**src/rtl/bulk_in_packetiser.sv**
```systemverilog
// bulk_in_packetiser: chops a byte stream into USB bulk-IN packets, closing them on the size limit,
// s_tlast, idle timeout or flush, and inserts a ZLP after full-size packets that end a transfer.
module bulk_in_packetiser #(
  parameter int MAX_PKT_HS = 512,
  parameter int MAX_PKT_FS = 64,
  parameter int TIMEOUT    = 1024,
  parameter bit ZLP_ENABLE = 1'b1
) (
  input  logic        clock,
  input  logic        reset_n,
  input  logic        high_speed_i,
  input  logic        flush_i,
  input  logic        s_tvalid,
  output logic        s_tready,
  input  logic        s_tlast,
  input  logic [7:0]  s_tdata,
  output logic        m_tvalid,
  input  logic        m_tready,
  output logic        m_tlast,
  output logic        m_tkeep,
  output logic [7:0]  m_tdata,
  output logic [15:0] packets_o,
  output logic        zlp_o
);
  localparam int CW = $clog2(MAX_PKT_HS + 1);
  localparam int IW = $clog2(TIMEOUT);
  logic          h_valid, h_last, rdy_en, flush_seen, zlp_pending;
  logic [7:0]    h_data;
  logic [CW-1:0] cnt, lim, lim_cur;
  logic [IW-1:0] idle;
  logic          o_free, idle_expired, close, acc, xfer, zlp_go, zlp_acc;
  // the limit is only taken from high_speed_i on the first byte of a packet
  always_comb begin
    lim_cur      = cnt == '0 ? (high_speed_i ? CW'(MAX_PKT_HS) : CW'(MAX_PKT_FS)) : lim;
    o_free       = !m_tvalid || m_tready;
    idle_expired = idle == IW'(TIMEOUT - 1);
    close        = h_last || cnt == lim_cur - CW'(1) || idle_expired || flush_seen;
    s_tready     = rdy_en && (!h_valid || (o_free && !zlp_pending));
    acc          = s_tvalid && s_tready;
    xfer         = h_valid && o_free && !zlp_pending && (s_tvalid || close);
    zlp_go       = zlp_pending && o_free;
    zlp_acc      = m_tvalid && m_tready && !m_tkeep;
  end
  always_ff @(posedge clock) begin
    if (!reset_n) begin
      rdy_en      <= 1'b0;
      h_valid     <= 1'b0;
      h_last      <= 1'b0;
      h_data      <= 8'h00;
      idle        <= '0;
      flush_seen  <= 1'b0;
      zlp_pending <= 1'b0;
      cnt         <= '0;
      lim         <= '0;
      m_tvalid    <= 1'b0;
      m_tlast     <= 1'b0;
      m_tkeep     <= 1'b0;
      m_tdata     <= 8'h00;
      packets_o   <= 16'h0000;
      zlp_o       <= 1'b0;
    end else begin
      rdy_en <= 1'b1;
      if (acc) begin
        h_valid <= 1'b1;
        h_data  <= s_tdata;
        h_last  <= s_tlast;
      end else if (xfer) h_valid <= 1'b0;
      idle <= (acc || xfer) ? '0 : (h_valid && !s_tvalid && !idle_expired) ? idle + IW'(1) : idle;
      // a flush with nothing held and no open packet has nothing to close
      flush_seen <= (xfer && close) ? 1'b0 : flush_seen || (flush_i && (h_valid || cnt != '0));
      if (xfer) begin
        m_tvalid    <= 1'b1;
        m_tdata     <= h_data;
        m_tkeep     <= 1'b1;
        m_tlast     <= close;
        cnt         <= close ? '0 : cnt + CW'(1);
        lim         <= lim_cur;
        zlp_pending <= ZLP_ENABLE && h_last && cnt == lim_cur - CW'(1);
      end else if (zlp_go) begin
        m_tvalid    <= 1'b1;
        m_tdata     <= 8'h00;
        m_tkeep     <= 1'b0;
        m_tlast     <= 1'b1;
        zlp_pending <= 1'b0;
      end else if (m_tready) m_tvalid <= 1'b0;
      packets_o <= packets_o + 16'(xfer && close) + 16'(zlp_acc);
      zlp_o     <= zlp_acc;
    end
  end
endmodule

```
**config.mk**
```make
export PLATFORM = sky130hd
export DESIGN_NAME = bulk_in_packetiser
export DESIGN_NICKNAME = d
export VERILOG_FILES = /design/src/rtl/bulk_in_packetiser.sv
export SDC_FILE = /design/constraint.sdc
export NUM_CORES = 1
export LEC_CHECK = 0
export ABC_CLOCK_PERIOD_IN_PS = 5500
export CORE_MARGIN = 10
export CORE_UTILIZATION = 57
export CTS_BUF_LIST = sky130_fd_sc_hd__clkbuf_4 sky130_fd_sc_hd__clkbuf_8
export DETAILED_ROUTE_END_ITERATION = 10
export GPL_TIMING_DRIVEN = 0
export HOLD_SLACK_MARGIN = 0.05
export MAX_ROUTING_LAYER = met4
export PLACE_DENSITY = 0.82
export SLEW_MARGIN = 20
export SYNTH_ARGS = -nofsm -noshare
export SYNTH_HDL_FRONTEND = slang
export SYNTH_SLANG_ARGS = --single-unit
```
**constraint.sdc**
```tcl
create_clock -name clock -period 5.5 [get_ports clock]
set_input_delay 0.55 -clock clock [delete_from_list [all_inputs] [get_ports clock]]
set_output_delay 0.55 -clock clock [all_outputs]
set_load 0.02 [all_outputs]
```
==> metrics <==
final core utilization=0.704; first-pass GRT wire length=around 14 mm; syn avg cell area=8.95 um2; Final HPWL DP=about 6 mm; slowest CP cell=o41ai_1; DR DRC count=0; Num CTS Buffers=9; CP startpoint kind=register; core area=roughly 6000 um2; Nets=455; total of max-cap violations=0; CP endpoint kind=register; fraction of synthesis flops using an asynchronous set or reset pin=0; Synth cell types=between 50 and 60; Pre-antenna DRT Iters=5; PortBufs=43; post-synthesis cell count=380; IO Pins=between 40 and 50; Via-to-Cell Ratio=between 5 and 6; Initial Utilization=0.581; Max FO, Critical Path=6; Die Span Y=a little under 100 um; Synth Net Count=roughly 400; Synth top area share=0.418; hold wc startpoint=h_data[4]; most used cell, CP=ha_1; initial antenna violation count=0; R2R Path End=packets_o[6]; Total GRT Usage=0.181; post-synthesis register bit count=a little over 70; sequential power share=0.518; Reg2Reg Setup Slack=slightly below 0.5 ns; ratio of final minimum period to clock period=0.910; register area share after synthesis=0.418; layout cells sized above 1=0.0934; vias in the first global route=between 3k and 4k; Rows=28; clock skew=between 0.005 and 0.006 ns; Antenna diodes=0; GR Overflow Total=0; top cells by area, synth=dfxtp_1, xor2_1, a21oi_1; WP data arrival=5.23 ns; fillers=approximately 470; CTS sink count=71; post-DR wirelength/cell=16.3 um; area of the multi-input gates=1830 um2; P_int=roughly 770 uW; post-cts hold buffer count=0; clock buffer depth=2; Antenna Nets Post-Route=0; Yosys warning count=0; clock network power share=0.393; Hold EP=m_tdata[4]; largest net degree at the start of global routing=13; hold depth=2; critical path required time=~5.7 ns; Final Hold Fails=0; worst reg2reg path depth=19; status=finished, final reports clean; register area=~1400 um2; crit-path cells=inv_1 > ha_1 > nor4b_2 > nand3b_1 > nand2_1 > ha_1 > or3b_1 > o41ai_1 > a2111oi_2 > o22a_2 > a21oi_1 > nor2_1 > fa_1 > ha_1 > and2_1 > clkbuf_1 > nand4_1 > xor2_1 > nor2_1; CP max stage delay=between 0.4 and 0.5 ns; Synth Cell Area=around 3400 um2; Least-Margin Pin Slew=0.680 ns; setup_tns=0 ns; Sw Pwr=about 260 uW; clock slew at reported path FFs=around 0.08 ns; Worst slew margin=0.546; sw frac=0.253; RSZ-0062 raised after global routing=no; Setup crit start=cnt[0]; DRT iter0 DRCs=between 200 and 250; leakage=between 0.001 and 0.0015 uW; Die X-Extent=roughly 97 um; Post-synth EDFFs=0; dominant cell type by area after synthesis=dfxtp_1; Placer Congestion=about 0.94; count of final setup violators=0; buffer count from post-CTS setup fixing=0; via count=roughly 3.0k; Worst-Skew Late Latency=0.35 ns; CTS tree=built; synth cell count leaders=dfxtp_1, nor2_1, a21oi_1, nand2_1; H-Tree Level Count=3; Tmin final=5.01 ns; WL final=about 8.4 mm; Area Overhead vs Synth=21.1%; Cell Pwr Density=between 200 and 250 nW/um2; Min-Delay Path Class=register to register; combinational share of power=0.089; WS Path Type=register to register; Most used DFF post-synth=dfxtp_1; most numerous cell in the Yosys netlist=dfxtp_1; CTS root buf=clkbuf_8; r2r startpoint=cnt[0]; fmax=200 MHz; final max-slew violation count=0; die area=9460 um2; maximum vdd drop=about 0.00018 V
## stage by stage
stage / worst slack, ns / area (um2) / instances / power [uW] / hold WS (ns)
detailed placement: 0.484 / 3930 / 498 / 632 / 0.464
floorplan: 1.23 / 3400 / 380 / 597 / 0.435
finish: 0.493 / 4120 / 514 / 1020 / 0.473
global route: 0.164 / 4120 / 514 / 1060 / 0.500
CTS: 0.424 / 4110 / 514 / 1030 / 0.476
global placement: 0.621 / 3930 / 498 / 630 / 0.453
## what timing repair did
action                     4_1_cts  5_1_grt
resized for setup                0        1
hold endpoints to repair         0        0
setup endpoints to repair        0        6
## worst max-delay path: cells and delay by family, from the launching register on
| kind | cells | cell delay [ns] |
|---|---|---|
| buffers and inverters | 2 | 0.36 |
| AOI/OAI and AO/OA | 4 | 1.23 |
| and+or+nand+nor | 8 | 1.67 |
| DFF | 1 | 0.38 |
| xor gates and xnor gates | 1 | 0.17 |
| adders and majority gates | 4 | 1.06 |
## registers in the layout (all words and copies together) (netlist names)
| register | flops |
|---|---|
| cnt | 10 |
| flush_seen | 1 |
| h_data | 8 |
| h_last | 1 |
| h_valid | 1 |
| idle | 10 |
| lim | 10 |
| m_tdata | 8 |
| m_tkeep | 1 |
| m_tlast | 1 |
| m_tvalid | 1 |
| packets_o | 16 |
| rdy_en | 1 |
| zlp_o | 1 |
| zlp_pending | 1 |
## placed cells by master, fill, tap and decap left out, drive strengths merged, types with 5 or more instances in the layout
| cell | instances |
|---|---|
| a21oi | 29 |
| a31oi | 5 |
| and2 | 13 |
| buf | 6 |
| clkbuf | 21 |
| clkdlybuf4s50 | 43 |
| clkinv | 6 |
| dfxtp | 71 |
| ha | 5 |
| inv | 9 |
| mux2i | 13 |
| nand2 | 29 |
| nand3 | 19 |
| nand4 | 9 |
| nor2 | 38 |
| nor3 | 12 |
| nor4 | 5 |
| o211ai | 9 |
| o21ai | 13 |
| o31ai | 5 |
| or3 | 7 |
| or4 | 6 |
| xnor2 | 15 |
| xor2 | 19 |
## how the worst max path moves through the flow
stage | slack, ns | end | cells past startpoint
6_report | 0.49 | packets_o[6] | 19
5_1_grt | 0.16 | packets_o[8] | 19
4_1_cts | 0.42 | packets_o[6] | 19
2_1_floorplan | 1.23 | packets_o[6] | 19
3_3_place_gp | 0.62 | packets_o[6] | 19
3_5_place_dp | 0.48 | packets_o[6] | 19
## routing by layer
metal	up-vias	share of wire	wire, um	track usage
met5	-	0	0	-
met3	22	0.054	453	0.0420
met1	1421	0.43	3620	0.197
met2	90	0.49	4140	0.304
met4	0	0.021	174	0.0872
li1	1465	-	-	-
## power by group through the flow
| stage | clock [uW] | combinational (uW) | sequential, uW |
|---|---|---|---|
| finish | 402 | 91.5 | 530 |
| global route | 427 | 100 | 531 |
| CTS | 406 | 91.2 | 530 |
| detailed placement | 0 | 90.4 | 542 |
| global placement | 0 | 88.7 | 542 |
| floorplan | 0 | 54.2 | 543 |
## cell families (layout without fill, tap and decap cells)
logic type | Yosys count | in the layout | synth area share
buf+inv | 27 | 86 | 0.0452
simple gates | 157 | 157 | 0.244
flops | 71 | 71 | 0.418
xor+xnor | 34 | 34 | 0.0875
fa+ha+maj | 6 | 6 | 0.0243
mux | 13 | 13 | 0.0382
compound gates | 72 | 72 | 0.143
## cell type report
class | instances | share of cell area
plain buffers | 18 | 0.0292
clock buffers | 9 | 0.0301
clock inverters | 7 | 0.0155
inverters | 9 | 0.00820
multi-input cells | 282 | 0.445
flip-flops and latches | 71 | 0.345
well taps | 75 | 0.0228
repair buffers | 43 | 0.104
(Power assumes the default switching activity.)
